`src/rtl/cpu_pkg.sv`:
```
// Shared fetch/decode definitions: default widths, fetch FSM encoding and
// instruction field positions that the decoder slices out of each word.
package cpu_pkg;

  localparam int PC_WIDTH_DEF    = 8;
  localparam int INSTR_WIDTH_DEF = 6;

  localparam int OPC_MSB = 4;
  localparam int OPC_LSB = 2;
  localparam int REG_MSB = 1;
  localparam int REG_LSB = 0;

  typedef enum logic [1:0] {
    FETCH_BOOT = 2'd0,
    FETCH_RUN  = 2'd1,
    FETCH_HALT = 2'd2
  } fetch_state_e;

  function automatic logic [OPC_MSB-OPC_LSB:0] instr_opcode(input logic [INSTR_WIDTH_DEF-1:0] ins);
    return ins[OPC_MSB:OPC_LSB];
  endfunction

  function automatic logic [REG_MSB-REG_LSB:0] instr_reg(input logic [INSTR_WIDTH_DEF-1:0] ins);
    return ins[REG_MSB:REG_LSB];
  endfunction

endpackage

```
`src/rtl/instruction_fetch_unit_if.sv`:
```
// Fetch unit bus: ROM read port, instruction valid/ready stream to the decoder,
// and the jump/halt control inputs. master = fetch unit, slave = its environment.
interface instruction_fetch_unit_if
  import cpu_pkg::*;
#(
  parameter int PC_WIDTH    = PC_WIDTH_DEF,
  parameter int INSTR_WIDTH = INSTR_WIDTH_DEF
) ();

  logic [PC_WIDTH-1:0]    mem_addr;
  logic                   mem_rd_en;
  logic [INSTR_WIDTH-1:0] mem_rdata;
  logic [INSTR_WIDTH-1:0] instruction;
  logic [PC_WIDTH-1:0]    instr_pc;
  logic                   instr_valid;
  logic                   instr_ready;
  logic                   jump_en;
  logic [PC_WIDTH-1:0]    jump_addr;
  logic                   halt_req;
  logic                   halted;

  modport master (
    output mem_addr, mem_rd_en, instruction, instr_pc, instr_valid, halted,
    input  mem_rdata, instr_ready, jump_en, jump_addr, halt_req
  );

  modport slave (
    input  mem_addr, mem_rd_en, instruction, instr_pc, instr_valid, halted,
    output mem_rdata, instr_ready, jump_en, jump_addr, halt_req
  );

endinterface

```
`src/rtl/fetch_queue.sv`:
```
// 2-entry {pc, instruction} FIFO with registered head (no fall-through).
// Push lands one cycle later at the head; flush empties it; push into a full queue is illegal.
module fetch_queue #(
  parameter int PC_WIDTH    = 8,
  parameter int INSTR_WIDTH = 6
) (
  input  logic                   clk,
  input  logic                   rst_n,
  input  logic                   push_i,
  input  logic [PC_WIDTH-1:0]    pc_i,
  input  logic [INSTR_WIDTH-1:0] instr_i,
  input  logic                   pop_i,
  input  logic                   flush_i,
  output logic                   vld_o,
  output logic [PC_WIDTH-1:0]    pc_o,
  output logic [INSTR_WIDTH-1:0] instr_o,
  output logic [1:0]             count_o
);

  logic [1:0]             count_q;
  logic [PC_WIDTH-1:0]    pc0_q, pc1_q;
  logic [INSTR_WIDTH-1:0] ins0_q, ins1_q;

  always_ff @(posedge clk or negedge rst_n) begin
    if (!rst_n) begin
      count_q <= 2'd0;
      pc0_q   <= '0;
      pc1_q   <= '0;
      ins0_q  <= '0;
      ins1_q  <= '0;
    end else if (flush_i) begin
      count_q <= 2'd0;
    end else begin
      case ({push_i, pop_i})
        2'b10: begin
          if (count_q == 2'd0) begin
            pc0_q  <= pc_i;
            ins0_q <= instr_i;
          end else begin
            pc1_q  <= pc_i;
            ins1_q <= instr_i;
          end
          count_q <= count_q + 2'd1;
        end
        2'b01: begin
          pc0_q   <= pc1_q;
          ins0_q  <= ins1_q;
          count_q <= count_q - 2'd1;
        end
        2'b11: begin
          // Count is unchanged; the new entry goes wherever the tail now sits.
          if (count_q == 2'd1) begin
            pc0_q  <= pc_i;
            ins0_q <= instr_i;
          end else begin
            pc0_q  <= pc1_q;
            ins0_q <= ins1_q;
            pc1_q  <= pc_i;
            ins1_q <= instr_i;
          end
        end
        default: ;
      endcase
    end
  end

  always_ff @(posedge clk) begin
    if (rst_n && !flush_i) begin
      assert (!(push_i && !pop_i && count_q == 2'd2));
    end
  end

  assign vld_o   = (count_q != 2'd0);
  assign pc_o    = pc0_q;
  assign instr_o = ins0_q;
  assign count_o = count_q;

endmodule

```
`src/rtl/instruction_fetch_unit.sv`:
```
// PC, BOOT/RUN/HALT FSM and ROM read tagging in front of a 2-entry fetch queue.
// Issue->valid is 2 cycles; reads stop once queued plus in-flight words would exceed two.
module instruction_fetch_unit
  import cpu_pkg::*;
#(
  parameter int PC_WIDTH    = PC_WIDTH_DEF,
  parameter int INSTR_WIDTH = INSTR_WIDTH_DEF
) (
  input logic                      clk,
  input logic                      rst_n,
  instruction_fetch_unit_if.master bus
);

  fetch_state_e           state_q, state_d;
  logic [PC_WIDTH-1:0]    pc_q, tag_q;
  logic                   inflight_q, halted_q;

  logic                   q_vld;
  logic [PC_WIDTH-1:0]    q_pc;
  logic [INSTR_WIDTH-1:0] q_instr;
  logic [1:0]             q_count, count_d;
  logic [2:0]             occ;
  logic                   pop, push, issue;

  assign pop  = q_vld & bus.instr_ready;
  // A jump drops the word returning this cycle; it belongs to the old path.
  assign push = inflight_q & ~bus.jump_en;
  assign occ  = {1'b0, q_count} + {2'b00, inflight_q} - {2'b00, pop};
  // Strobe is decided in-cycle from pop so a full-rate stream fits in two entries.
  assign issue   = (state_q == FETCH_RUN) && !bus.jump_en && (occ <= 3'd1);
  assign count_d = bus.jump_en ? 2'd0 : (q_count + {1'b0, push} - {1'b0, pop});

  always_comb begin
    state_d = state_q;
    case (state_q)
      FETCH_BOOT: state_d = FETCH_RUN;
      FETCH_RUN:  if (bus.halt_req) state_d = FETCH_HALT;
      FETCH_HALT: state_d = FETCH_HALT;
      default:    state_d = FETCH_BOOT;
    endcase
    if (bus.jump_en) state_d = FETCH_RUN;
  end

  always_ff @(posedge clk or negedge rst_n) begin
    if (!rst_n) begin
      state_q    <= FETCH_BOOT;
      pc_q       <= '0;
      tag_q      <= '0;
      inflight_q <= 1'b0;
      halted_q   <= 1'b0;
    end else begin
      state_q    <= state_d;
      inflight_q <= issue;
      halted_q   <= (state_d == FETCH_HALT) && (count_d == 2'd0) && !issue;
      if (bus.jump_en) begin
        pc_q <= bus.jump_addr;
      end else if (issue) begin
        pc_q  <= pc_q + PC_WIDTH'(1);
        tag_q <= pc_q;
      end
    end
  end

  fetch_queue #(
    .PC_WIDTH    (PC_WIDTH),
    .INSTR_WIDTH (INSTR_WIDTH)
  ) u_queue (
    .clk     (clk),
    .rst_n   (rst_n),
    .push_i  (push),
    .pc_i    (tag_q),
    .instr_i (bus.mem_rdata),
    .pop_i   (pop),
    .flush_i (bus.jump_en),
    .vld_o   (q_vld),
    .pc_o    (q_pc),
    .instr_o (q_instr),
    .count_o (q_count)
  );

  assign bus.mem_rd_en   = issue;
  assign bus.mem_addr    = pc_q;
  assign bus.instr_valid = q_vld;
  assign bus.instruction = q_instr;
  assign bus.instr_pc    = q_pc;
  assign bus.halted      = halted_q;

endmodule

```
`src/flat_wrapper.sv`:
```
// flat-port wrapper written by rule: the top's interface ports become plain ports
module instruction_fetch_unit_flat import cpu_pkg::*;
#(
  parameter int PC_WIDTH    = PC_WIDTH_DEF,
  parameter int INSTR_WIDTH = INSTR_WIDTH_DEF
)
  (clk, rst_n, bus_mem_addr, bus_mem_rd_en, bus_instruction, bus_instr_pc, bus_instr_valid, bus_halted, bus_mem_rdata, bus_instr_ready, bus_jump_en, bus_jump_addr, bus_halt_req);
  instruction_fetch_unit_if #(.PC_WIDTH(PC_WIDTH), .INSTR_WIDTH(INSTR_WIDTH)) bus_i ();
  input logic clk;
  input logic rst_n;
  output wire logic [$bits(bus_i.mem_addr)-1:0] bus_mem_addr;
  output wire logic [$bits(bus_i.mem_rd_en)-1:0] bus_mem_rd_en;
  output wire logic [$bits(bus_i.instruction)-1:0] bus_instruction;
  output wire logic [$bits(bus_i.instr_pc)-1:0] bus_instr_pc;
  output wire logic [$bits(bus_i.instr_valid)-1:0] bus_instr_valid;
  output wire logic [$bits(bus_i.halted)-1:0] bus_halted;
  input wire logic [$bits(bus_i.mem_rdata)-1:0] bus_mem_rdata;
  input wire logic [$bits(bus_i.instr_ready)-1:0] bus_instr_ready;
  input wire logic [$bits(bus_i.jump_en)-1:0] bus_jump_en;
  input wire logic [$bits(bus_i.jump_addr)-1:0] bus_jump_addr;
  input wire logic [$bits(bus_i.halt_req)-1:0] bus_halt_req;
  assign bus_mem_addr = bus_i.mem_addr;
  assign bus_mem_rd_en = bus_i.mem_rd_en;
  assign bus_instruction = bus_i.instruction;
  assign bus_instr_pc = bus_i.instr_pc;
  assign bus_instr_valid = bus_i.instr_valid;
  assign bus_halted = bus_i.halted;
  assign bus_i.mem_rdata = bus_mem_rdata;
  assign bus_i.instr_ready = bus_instr_ready;
  assign bus_i.jump_en = bus_jump_en;
  assign bus_i.jump_addr = bus_jump_addr;
  assign bus_i.halt_req = bus_halt_req;
  instruction_fetch_unit #(.PC_WIDTH(PC_WIDTH), .INSTR_WIDTH(INSTR_WIDTH)) u_core (.clk(clk), .rst_n(rst_n), .bus(bus_i));
endmodule
```
`config.mk`:
```
export PLATFORM = sky130hd
export DESIGN_NAME = instruction_fetch_unit_flat
export DESIGN_NICKNAME = d
export VERILOG_FILES = /design/src/rtl/cpu_pkg.sv /design/src/rtl/instruction_fetch_unit_if.sv /design/src/rtl/fetch_queue.sv /design/src/rtl/instruction_fetch_unit.sv /design/src/flat_wrapper.sv
export SDC_FILE = /design/constraint.sdc
export NUM_CORES = 1
export LEC_CHECK = 0
export CORE_ASPECT_RATIO = 0.7
export CORE_UTILIZATION = 32
export DETAILED_ROUTE_END_ITERATION = 6
export GPL_TIMING_DRIVEN = 0
export PLACE_DENSITY = 0.58
export SETUP_SLACK_MARGIN = 0.02
export SLEW_MARGIN = 10
export SYNTH_ARGS = -nofsm -noshare
export SYNTH_HDL_FRONTEND = slang
export SYNTH_SLANG_ARGS = --single-unit
```
`constraint.sdc`:
```
create_clock -name clk -period 9.7 [get_ports clk]
set_clock_uncertainty 0.1 [all_clocks]
set_input_delay 2.91 -clock clk [delete_from_list [all_inputs] [get_ports clk]]
set_output_delay 2.91 -clock clk [all_outputs]
set_load 0.02 [all_outputs]
```
==> results of run 1 <==
per-layer routing:
metal  up-vias  track usage
met5         -            0
met4         0       0.0463
met3         5       0.0386
met2        26        0.203
met1       820        0.195
li1        835            -
sequential cells by signal, summed over array words and instances (netlist names), 2 cells and up:
register	count
u_core.u_queue.pc1_q	8
u_core.u_queue.ins1_q	6
u_core.u_queue.count_o	2
u_core.tag_q	8
u_core.u_queue.pc_o	8
u_core.u_queue.instr_o	6
u_core.bus.mem_addr	8
u_core.state_q	2
through the flow:
stage / cell area, sq um / power, mW / worst slack, ns
after floorplan: 2400 / 0.710 / 1.74
after global placement: 2950 / 0.891 / 0.466
after detailed placement: 2970 / 0.900 / 0.491
after CTS: 3070 / 1.04 / 0.475
after global routing: 3070 / 1.11 / 0.333
final: 3070 / 1.02 / 0.493
worst max path at each step:
stage,startpoint,end,slack (ns),depth (start not counted)
final,bus_instr_ready,bus_mem_rd_en,0.49,13
after global routing,bus_instr_ready,bus_mem_rd_en,0.33,13
after CTS,bus_instr_ready,bus_mem_rd_en,0.48,13
after detailed placement,bus_instr_ready,bus_mem_rd_en,0.49,13
after global placement,bus_instr_ready,bus_mem_rd_en,0.47,13
after floorplan,bus_instr_ready,bus_mem_rd_en,1.74,11
synthesized netlist by cell type (2+ instances only):
| master | count |
|---|---|
| a21o_1 | 4 |
| a21oi_1 | 17 |
| a21oi_2 | 2 |
| a221o_1 | 5 |
| a22oi_2 | 2 |
| and3_1 | 2 |
| buf_2 | 3 |
| buf_4 | 2 |
| buf_6 | 3 |
| dfrtp_1 | 50 |
| ha_1 | 5 |
| inv_1 | 7 |
| mux2_1 | 14 |
| mux2i_1 | 14 |
| nand2_1 | 28 |
| nand2b_1 | 2 |
| nand3_1 | 2 |
| nand4_1 | 2 |
| nor2_1 | 20 |
| nor3_1 | 3 |
| nor3b_2 | 2 |
| o21ai_1 | 2 |
| o21bai_1 | 2 |
| o31a_1 | 2 |
| xnor2_1 | 5 |
power groups by stage:
stage	clock (mW)	combinational (mW)	sequential [mW]
floorplan	0	0.289	0.421
global placement	0	0.512	0.379
detailed placement	0	0.520	0.380
finish	0.131	0.514	0.373
CTS	0.138	0.523	0.375
global route	0.146	0.569	0.390
cell type report:
type	instances	area (sq um)
buffer	10	87.6
clock buffer	6	82.6
clock inverter	2	16.3
fill	717	4220
inverter	8	37.5
multi-input combinational	144	1020
sequential	50	1250
tap	98	123
timing repair buffer	44	445
logic make-up (layout without fill, tap and decap cells):
family | after synthesis | in the layout | synth area share
DFF | 50 | 50 | 0.521
and+or+nand+nor | 66 | 66 | 0.132
xor gates and xnor gates | 6 | 6 | 0.0219
AOI/OAI and AO/OA | 38 | 38 | 0.114
buffers and inverters | 18 | 70 | 0.0521
adders and majority gates | 6 | 6 | 0.0344
muxes | 28 | 28 | 0.124
==> results by group, run 1 <==
Outcome
  • Status: finished clean

CTS
  • CTS H-tree lvls: 2
  • Clock transition at path regs: 0.10 ns
  • Clk root buf: clkbuf_8
  • Total CTS buffers: 5
  • Post-cts resize count: 0
  • CTS tree: built
  • Clk sinks: 50
  • Clock Latency Late Sink: 0.30 ns
  • Cts hold-fix bufs: 0
  • Bufs on Longest Clock Path: 2
  • Setup Buffers After CTS: 0

Worst setup path
  • Setup crit end kind: output port
  • Cell Chain, Critical Path: clkdlybuf4s50_1, nand2b_1, buf_2, xnor2_1, ha_1, inv_1, fa_1, nand2_1, or4_1, buf_6, inv_8, buf_12, clkdlybuf4s50_1
  • Critical path required time: 6.69 ns
  • Max FO, Critical Path: 11
  • Crit path launch type: input port
  • Reg2reg start: u_core.u_queue.count_o[1]
  • WS Path Type: input port to output port
  • Arrival @ worst endpoint: 6.20 ns
  • Crit path buf inv count: 7
  • RR Endpoint: u_core.tag_q[7]
  • Worst path slowest cell: clkdlybuf4s50_1
  • Reg2Reg Setup Slack: 6.36 ns
  • Slowest Stage Delay on Critical Path: 0.60 ns
  • R2R depth: 15
  • Cell family with most CP delay: buffers and inverters
  • Crit-path most repeated cell: clkdlybuf4s50_1

Route
  • Post-Route WL: 4.89 mm
  • M1 WL: 2.51 mm
  • DR WL met3: 192 um
  • ANT nets after route: 0
  • Routed vias: 1,686
  • Top sig layer: met4
  • # DRC: 0
  • Via/cell ratio: 4.66
  • Routed WL per cell: 13.5 um
  • Wire length on met2: 2.15 mm
  • DRT Pass-1 Iters: 4
  • DRT iter0 DRCs: 79

Die
  • I/O pin count: 44
  • Die area: 7860 sq um
  • Die W: 106 um
  • Die H: 74.5 um
  • Initial Util: 0.329
  • Core Rows: 26
  • Placeable Area: 7290 sq um

Power
  • PwrDens: 332 nW/um^2
  • P_int: 0.610 mW
  • Leakage: 1.43 nW
  • Switching power total: 0.409 mW
  • Peak VDD IR: 0.0948 mV
  • Sequential Power Share: 0.367
  • Clk pwr share: 0.129
  • Comb pwr share: 0.505
  • Switching part of the total: 0.401

Placed design
  • Post-DP HPWL: 3.51 mm
  • Cells after DPL: 354
  • Final Wtd Congestion: 0.729
  • Port bufs: 43

Synth
  • Library cells used by synthesis: 37
  • Post-Syn Area: 2400 sq um
  • Mean Syn Cell Area: 11.3 sq um
  • Async SR Flop Fraction: 1.00
  • Cells after synthesis: 212
  • #FFs+latches synth: 50
  • Top cells by area, synth: dfrtp_1, mux2_1, mux2i_1, nand2_1, a21oi_1
  • Synth top area share: 0.521
  • Post-synth top flop: dfrtp_1
  • Post-synthesis sequential area ratio: 0.521
  • Syn nets: 237
  • Synth Warn #: 0
  • Number of synthesized flops with an enable pin: 0
  • Synth area leader: dfrtp_1

STA
  • Fmax: 0.109 GHz
  • Final Critical Period: 9.21 ns
  • Setup violations, final: 0
  • Slew Limit Fails: 0
  • RSZ-0062 raised after global routing: no
  • Worst-margin pin slew: 0.543 ns
  • Final Hold Fails: 0
  • Slew HR: 0.638
  • Worst Hold Slack: 0.398 ns
  • Fin crit share: 0.949
  • Setup TNS: 0 ns

Layout
  • Final core occ: 0.421
  • Synthesis-to-layout area growth: 27.8%
  • Final-stage net count: 288
  • Commonest non-fill, non-tap cell in the layout: dfrtp_1
  • Ant. Diodes: 0
  • Non-Filler Instances: 362
  • Ratio of cells with drive above 1 in the final layout: 0.114
  • Commonest cells after routing, fill and taps aside: dfrtp_1, clkdlybuf4s50_1, nand2_1, nor2_1, a21oi_1

Hold path
  • Hold EP: u_core.u_queue.ins1_q[1]
  • Hold-critical path depth: 1
  • Tightest Hold Check Type: register to register
  • Hold Startpoint: u_core.u_queue.ins1_q[1]

GRT
  • Grt ovf: 0
  • Largest net degree at the start of global routing: 37
  • Vias in the first global route: 1,619
  • Global-route wire length before repair: 8.16 mm
  • Antenna violations before repair: 0
  • Total Routing Usage GR: 0.137

Run
  • Max cap viols: 0
(Power assumes the default switching activity.)
==> inputs of run 2 (changes only) <==
CELL_PAD_IN_SITES_DETAIL_PLACEMENT = 1   (was default)
CELL_PAD_IN_SITES_GLOBAL_PLACEMENT = 1   (was default)
PLACE_DENSITY = 0.69   (was 0.58)
==> run 2 against run 1 <==
Compared with the run above:
- fmax decreased by 0.48%
- wire length increased by 11%
- clock power is 11% higher
- worst setup slack worse by 0.045 ns
- global-route usage grew 1.4 points
- hold slack improved by 0.0045 ns
- register-to-register slack worse by 0.10 ns
- count of clock-buffer cells in the layout decreased by 1
- combinational power increased by 1%
- first-iteration DRC count is 18% lower
- flip-flop and latch count unchanged
- power increased by 2.7%
- critical path type unchanged
- largest cell class unchanged
- largest power group unchanged
- highest routed layer unchanged
==> results by group, run 2 (synthesized netlist as in run 1, its figures left out) <==
STA
  • Worst Hold Slack: 0.403 ns (+0.00453 ns)
  • Worst-margin pin slew: 0.481 ns (-0.0621 ns)
  • Setup violations, final: 0 (unchanged)
  • Slew Limit Fails: 0 (unchanged)
  • Setup TNS: 0 ns (unchanged)
  • RSZ-0062 raised after global routing: no
  • Fin crit share: 0.954 (+0.00461)
  • Final Hold Fails: 0 (unchanged)
  • Slew HR: 0.679 (+0.0414)
  • Final Critical Period: 9.25 ns (+0.0447 ns)
  • Fmax: 0.108 GHz (-0.48%)

Worst setup path
  • RR Endpoint: u_core.tag_q[5]
  • Setup crit end kind: output port
  • Crit path launch type: input port
  • Max FO, Critical Path: 11 (unchanged)
  • R2R depth: 15 (unchanged)
  • Reg2Reg Setup Slack: 6.26 ns (-0.10 ns)
  • Critical path required time: 6.69 ns (about the same)
  • WS Path Type: input port to output port
  • Reg2reg start: u_core.u_queue.count_o[1]
  • Arrival @ worst endpoint: 6.24 ns (+0.04 ns)

Die
  • Core Rows: 26 (unchanged)
  • I/O pin count: 44 (unchanged)
  • Die H: 74.5 um (unchanged)
  • Die W: 106 um (unchanged)
  • Initial Util: 0.329 (unchanged)
  • Placeable Area: 7290 sq um (unchanged)
  • Die area: 7860 sq um (unchanged)

Layout
  • Commonest cells after routing, fill and taps aside: dfrtp_1, clkdlybuf4s50_1, nand2_1, nor2_1, a21oi_1
  • Synthesis-to-layout area growth: 28.2%
  • Ratio of cells with drive above 1 in the final layout: 0.114 (unchanged)
  • Final-stage net count: 288 (unchanged)
  • Commonest non-fill, non-tap cell in the layout: dfrtp_1
  • Ant. Diodes: 0 (unchanged)

Hold path
  • Tightest Hold Check Type: register to register
  • Hold EP: u_core.u_queue.pc1_q[0]
  • Hold-critical path depth: 1 (unchanged)
  • Hold Startpoint: u_core.u_queue.pc1_q[0]

Placed design
  • Final Wtd Congestion: 0.738 (+1.3%)
  • Post-DP HPWL: 4.06 mm (+16%)
  • Port bufs: 43 (unchanged)

CTS
  • Clk root buf: clkbuf_8
  • Clock Latency Late Sink: 0.30 ns (about the same)
  • Cts hold-fix bufs: 0 (unchanged)
  • Setup Buffers After CTS: 0 (unchanged)
  • Clock transition at path regs: 0.09 ns (about the same)
  • CTS tree: built
  • Post-cts resize count: 0 (unchanged)
  • Bufs on Longest Clock Path: 2 (unchanged)
  • Total CTS buffers: 5 (unchanged)
  • CTS H-tree lvls: 2 (unchanged)
  • Clk sinks: 50 (unchanged)

Route
  • ANT nets after route: 0 (unchanged)
  • Routed WL per cell: 15.0 um (+11%)
  • Post-Route WL: 5.43 mm (+11%)
  • DRT Pass-1 Iters: 4 (unchanged)
  • # DRC: 0 (unchanged)
  • Via/cell ratio: 4.81 (+3.2%)
  • Routed vias: 1,740 (+3.2%)
  • DRT iter0 DRCs: 65 (-18%)

GRT
  • Largest net degree at the start of global routing: 33 (-11%)
  • Global-route wire length before repair: 9.17 mm (+12%)
  • Total Routing Usage GR: 0.152 (+0.0143)
  • Grt ovf: 0 (unchanged)
  • Antenna violations before repair: 0 (unchanged)
  • Vias in the first global route: 1,814 (+12%)

Power
  • Leakage: 1.44 nW (+0.71%)
  • PwrDens: 340 nW/um^2 (+2.4%)
  • Peak VDD IR: 0.114 mV (+20%)

Outcome
  • Status: finished clean

Run
  • Max cap viols: 0 (unchanged)
==> run 2: final cells by class <==
class | count | area [sq um]
well taps | 98 | 123
repair buffers | 44 | 445
fillers | 820 | 4210
clock inverters | 3 | 40.0
plain buffers | 10 | 87.6
inverters | 8 | 37.5
multi-input cells | 144 | 1020
flip-flops and latches | 50 | 1250
clock buffers | 5 | 68.8
==> run 2: worst max path at each step <==
stage / slack, ns / from / to
2_1_floorplan: 1.74 / bus_instr_ready / bus_mem_rd_en
5_1_grt: 0.31 / bus_instr_ready / bus_mem_rd_en
4_1_cts: 0.44 / bus_instr_ready / bus_mem_rd_en
3_3_place_gp: 0.46 / bus_instr_ready / bus_mem_rd_en
6_report: 0.45 / bus_instr_ready / bus_mem_rd_en
3_5_place_dp: 0.46 / bus_instr_ready / bus_mem_rd_en
==> run 2: routing by layer <==
metal  vias to the layer above  part of all wire  wire [um]  global-route usage
li1                        833                 -          -                   -
met1                       872              0.51       2790               0.217
met2                        31              0.45       2420               0.240
met3                         4             0.032        174              0.0307
met4                         0            0.0072         39              0.0324
met5                         -                 0          0                   0
==> run 2: stage by stage <==
step | cells | area [sq um] | total power, mW | setup slack, ns | util
4_1_cts | 362 | 3080 | 1.06 | 0.436 | 0.422
2_1_floorplan | 212 | 2400 | 0.710 | 1.74 | -
5_1_grt | 362 | 3080 | 1.13 | 0.312 | 0.422
3_3_place_gp | 353 | 2950 | 0.894 | 0.464 | 0.405
6_report | 362 | 3080 | 1.05 | 0.449 | 0.422
3_5_place_dp | 354 | 2970 | 0.912 | 0.465 | 0.407
==> run 2: power breakdown <==
part	internal (mW)	switching, mW
combinational	0.249	0.272
sequential	0.302	0.0765
clock	0.0760	0.0701
total	0.627	0.419
==> run 2: critical path: stages <==
cell and delay (ns):
clkdlybuf4s50_1 0.48, nand2b_1 0.06, buf_2 0.17, xnor2_1 0.31
ha_1 0.20, inv_1 0.05, fa_1 0.50, nand2_1 0.06
or4_1 0.50, buf_6 0.18, inv_8 0.07, buf_12 0.13
clkdlybuf4s50_1 0.60
==> inputs of run 3 (changes only) <==
clock period = 9.6 ns   (was 9.7 ns; I/O delays follow)
==> results of run 3 <==
Same layout as run 2 (identical final DEF). Status: finished clean.
Among the figures that moved: setup slack after placement 0.465 ns -> 0.425 ns; setup slack after layout 0.449 ns -> 0.409 ns; register-to-register setup slack 6.26 ns -> 6.16 ns; total power 1.05 mW -> 1.06 mW; worst IR drop on VDD 0.114 mV -> 0.115 mV
==> RTL edit, RTL diff (config.mk and constraints of run 2) <==
Reset style: synchronous (`rst_n`), changed in 2 clocked blocks.
--- a/src/rtl/fetch_queue.sv
+++ b/src/rtl/fetch_queue.sv
@@ -21,7 +21,7 @@
   logic [PC_WIDTH-1:0]    pc0_q, pc1_q;
   logic [INSTR_WIDTH-1:0] ins0_q, ins1_q;
 
-  always_ff @(posedge clk or negedge rst_n) begin
+  always_ff @(posedge clk) begin
     if (!rst_n) begin
       count_q <= 2'd0;
       pc0_q   <= '0;
--- a/src/rtl/instruction_fetch_unit.sv
+++ b/src/rtl/instruction_fetch_unit.sv
@@ -41,7 +41,7 @@
     if (bus.jump_en) state_d = FETCH_RUN;
   end
 
-  always_ff @(posedge clk or negedge rst_n) begin
+  always_ff @(posedge clk) begin
     if (!rst_n) begin
       state_q    <= FETCH_BOOT;
       pc_q       <= '0;
Check against the original RTL: differs if rst_n is asserted again (counterexample within 4 cycles, from zero or initial values and one cycle with rst_n low); with rst_n held inactive, the same outputs for 10 cycles.
==> RTL edit against run 2 <==
- synthesized area shrank 4.4%
- critical endpoint unchanged
- cell count rose by 10%
- design area shrank 3.9%
- setup slack better by 0.26 ns
- routed wire length rose by 15%
- hold slack got worse by 0.027 ns
- die area is 4.3% lower
- sequential cell count unchanged
- core utilization rose by 0.92 points
- maximum frequency increased by 2.9%
- sequential share of layout area is 6.8 points lower
- via count up 14%
Power is not compared: it rests on default switching activity, and its combinational part moved more than twofold at a synthesized area within 25%.
==> RTL edit: results <==
{
  "status": "finished, final reports clean",
  "seqCellArea_um2": 1000,
  "timing.hold.worst_endpoint": "u_core.tag_q[1]",
  "pin_count_of_the_biggest_net_entering_global_routing": 17,
  "synth.net_count": 284,
  "multiInputCombCellCount": 178,
  "peak_fanout_along_the_critical_path": 10,
  "synth-seq-area-share_pct": 43.6,
  "setup.reg_to_reg.worst_slack_ns": 6.42,
  "detailed_route_iter0_violations": 107,
  "non_clock_buffering_overhead_in_the_final_layout_pct": 17.8,
  "totalPowerFinal_mw": 0.427,
  "via_count_of_the_first_global_routing_pass": 2063,
  "drt-total-wl_um": 6210,
  "gpl.final_weighted_congestion": 0.762,
  "all_layer_gr_usage_pct": 18.2,
  "dp_hpwl_um": 4580,
  "nNonClkBuffers": 58,
  "critical_path.reg2reg.endpoint": "u_core.tag_q[3]",
  "async_reset_ff_share_pct": 0,
  "hold_path.startpoint": "u_core.tag_q[1]",
  "n_all_inverters": 11,
  "grt_first_pass_wirelength_um": 10300,
  "most_frequent_cells_after_synthesis": "50 x sky130_fd_sc_hd__dfxtp_1, 31 x sky130_fd_sc_hd__nand2_1, 30 x sky130_fd_sc_hd__a21oi_1",
  "worst_r2r_path_depth": 17,
  "launch_point_of_the_worst_reg_to_reg_path": "u_core.u_queue.count_o[1]"
}
## RTL edit: metrics by stage
step | hold slack, ns | cells | util (%) | cell area (µm²) | worst slack (ns)
final | 0.376 | 399 | 43.1 | 2960 | 0.708
after floorplan | 0.349 | 254 | - | 2290 | 2.02
after detailed placement | 0.363 | 391 | 41.5 | 2840 | 0.695
after global placement | 0.364 | 391 | 41.5 | 2840 | 0.738
after global routing | 0.414 | 399 | 43.1 | 2960 | 0.533
after CTS | 0.377 | 399 | 43.1 | 2960 | 0.695
## RTL edit: routing by layer
layer | track usage, % | part of all wire (%) | up-vias
li1 | - | - | 1001
met5 | 0 | 0 | -
met3 | 4.12 | 3.4 | 7
met2 | 29.9 | 45 | 38
met4 | 3.29 | 0.98 | 0
met1 | 24.8 | 51 | 946
## RTL edit: cell families after synthesis
kind of cell    synth area share (%)
compound gates                  22.0
fa+ha+maj                       6.33
simple gates                    13.3
buf+inv                         6.00
flops                           43.6
xor+xnor                        2.62
mux                             6.11
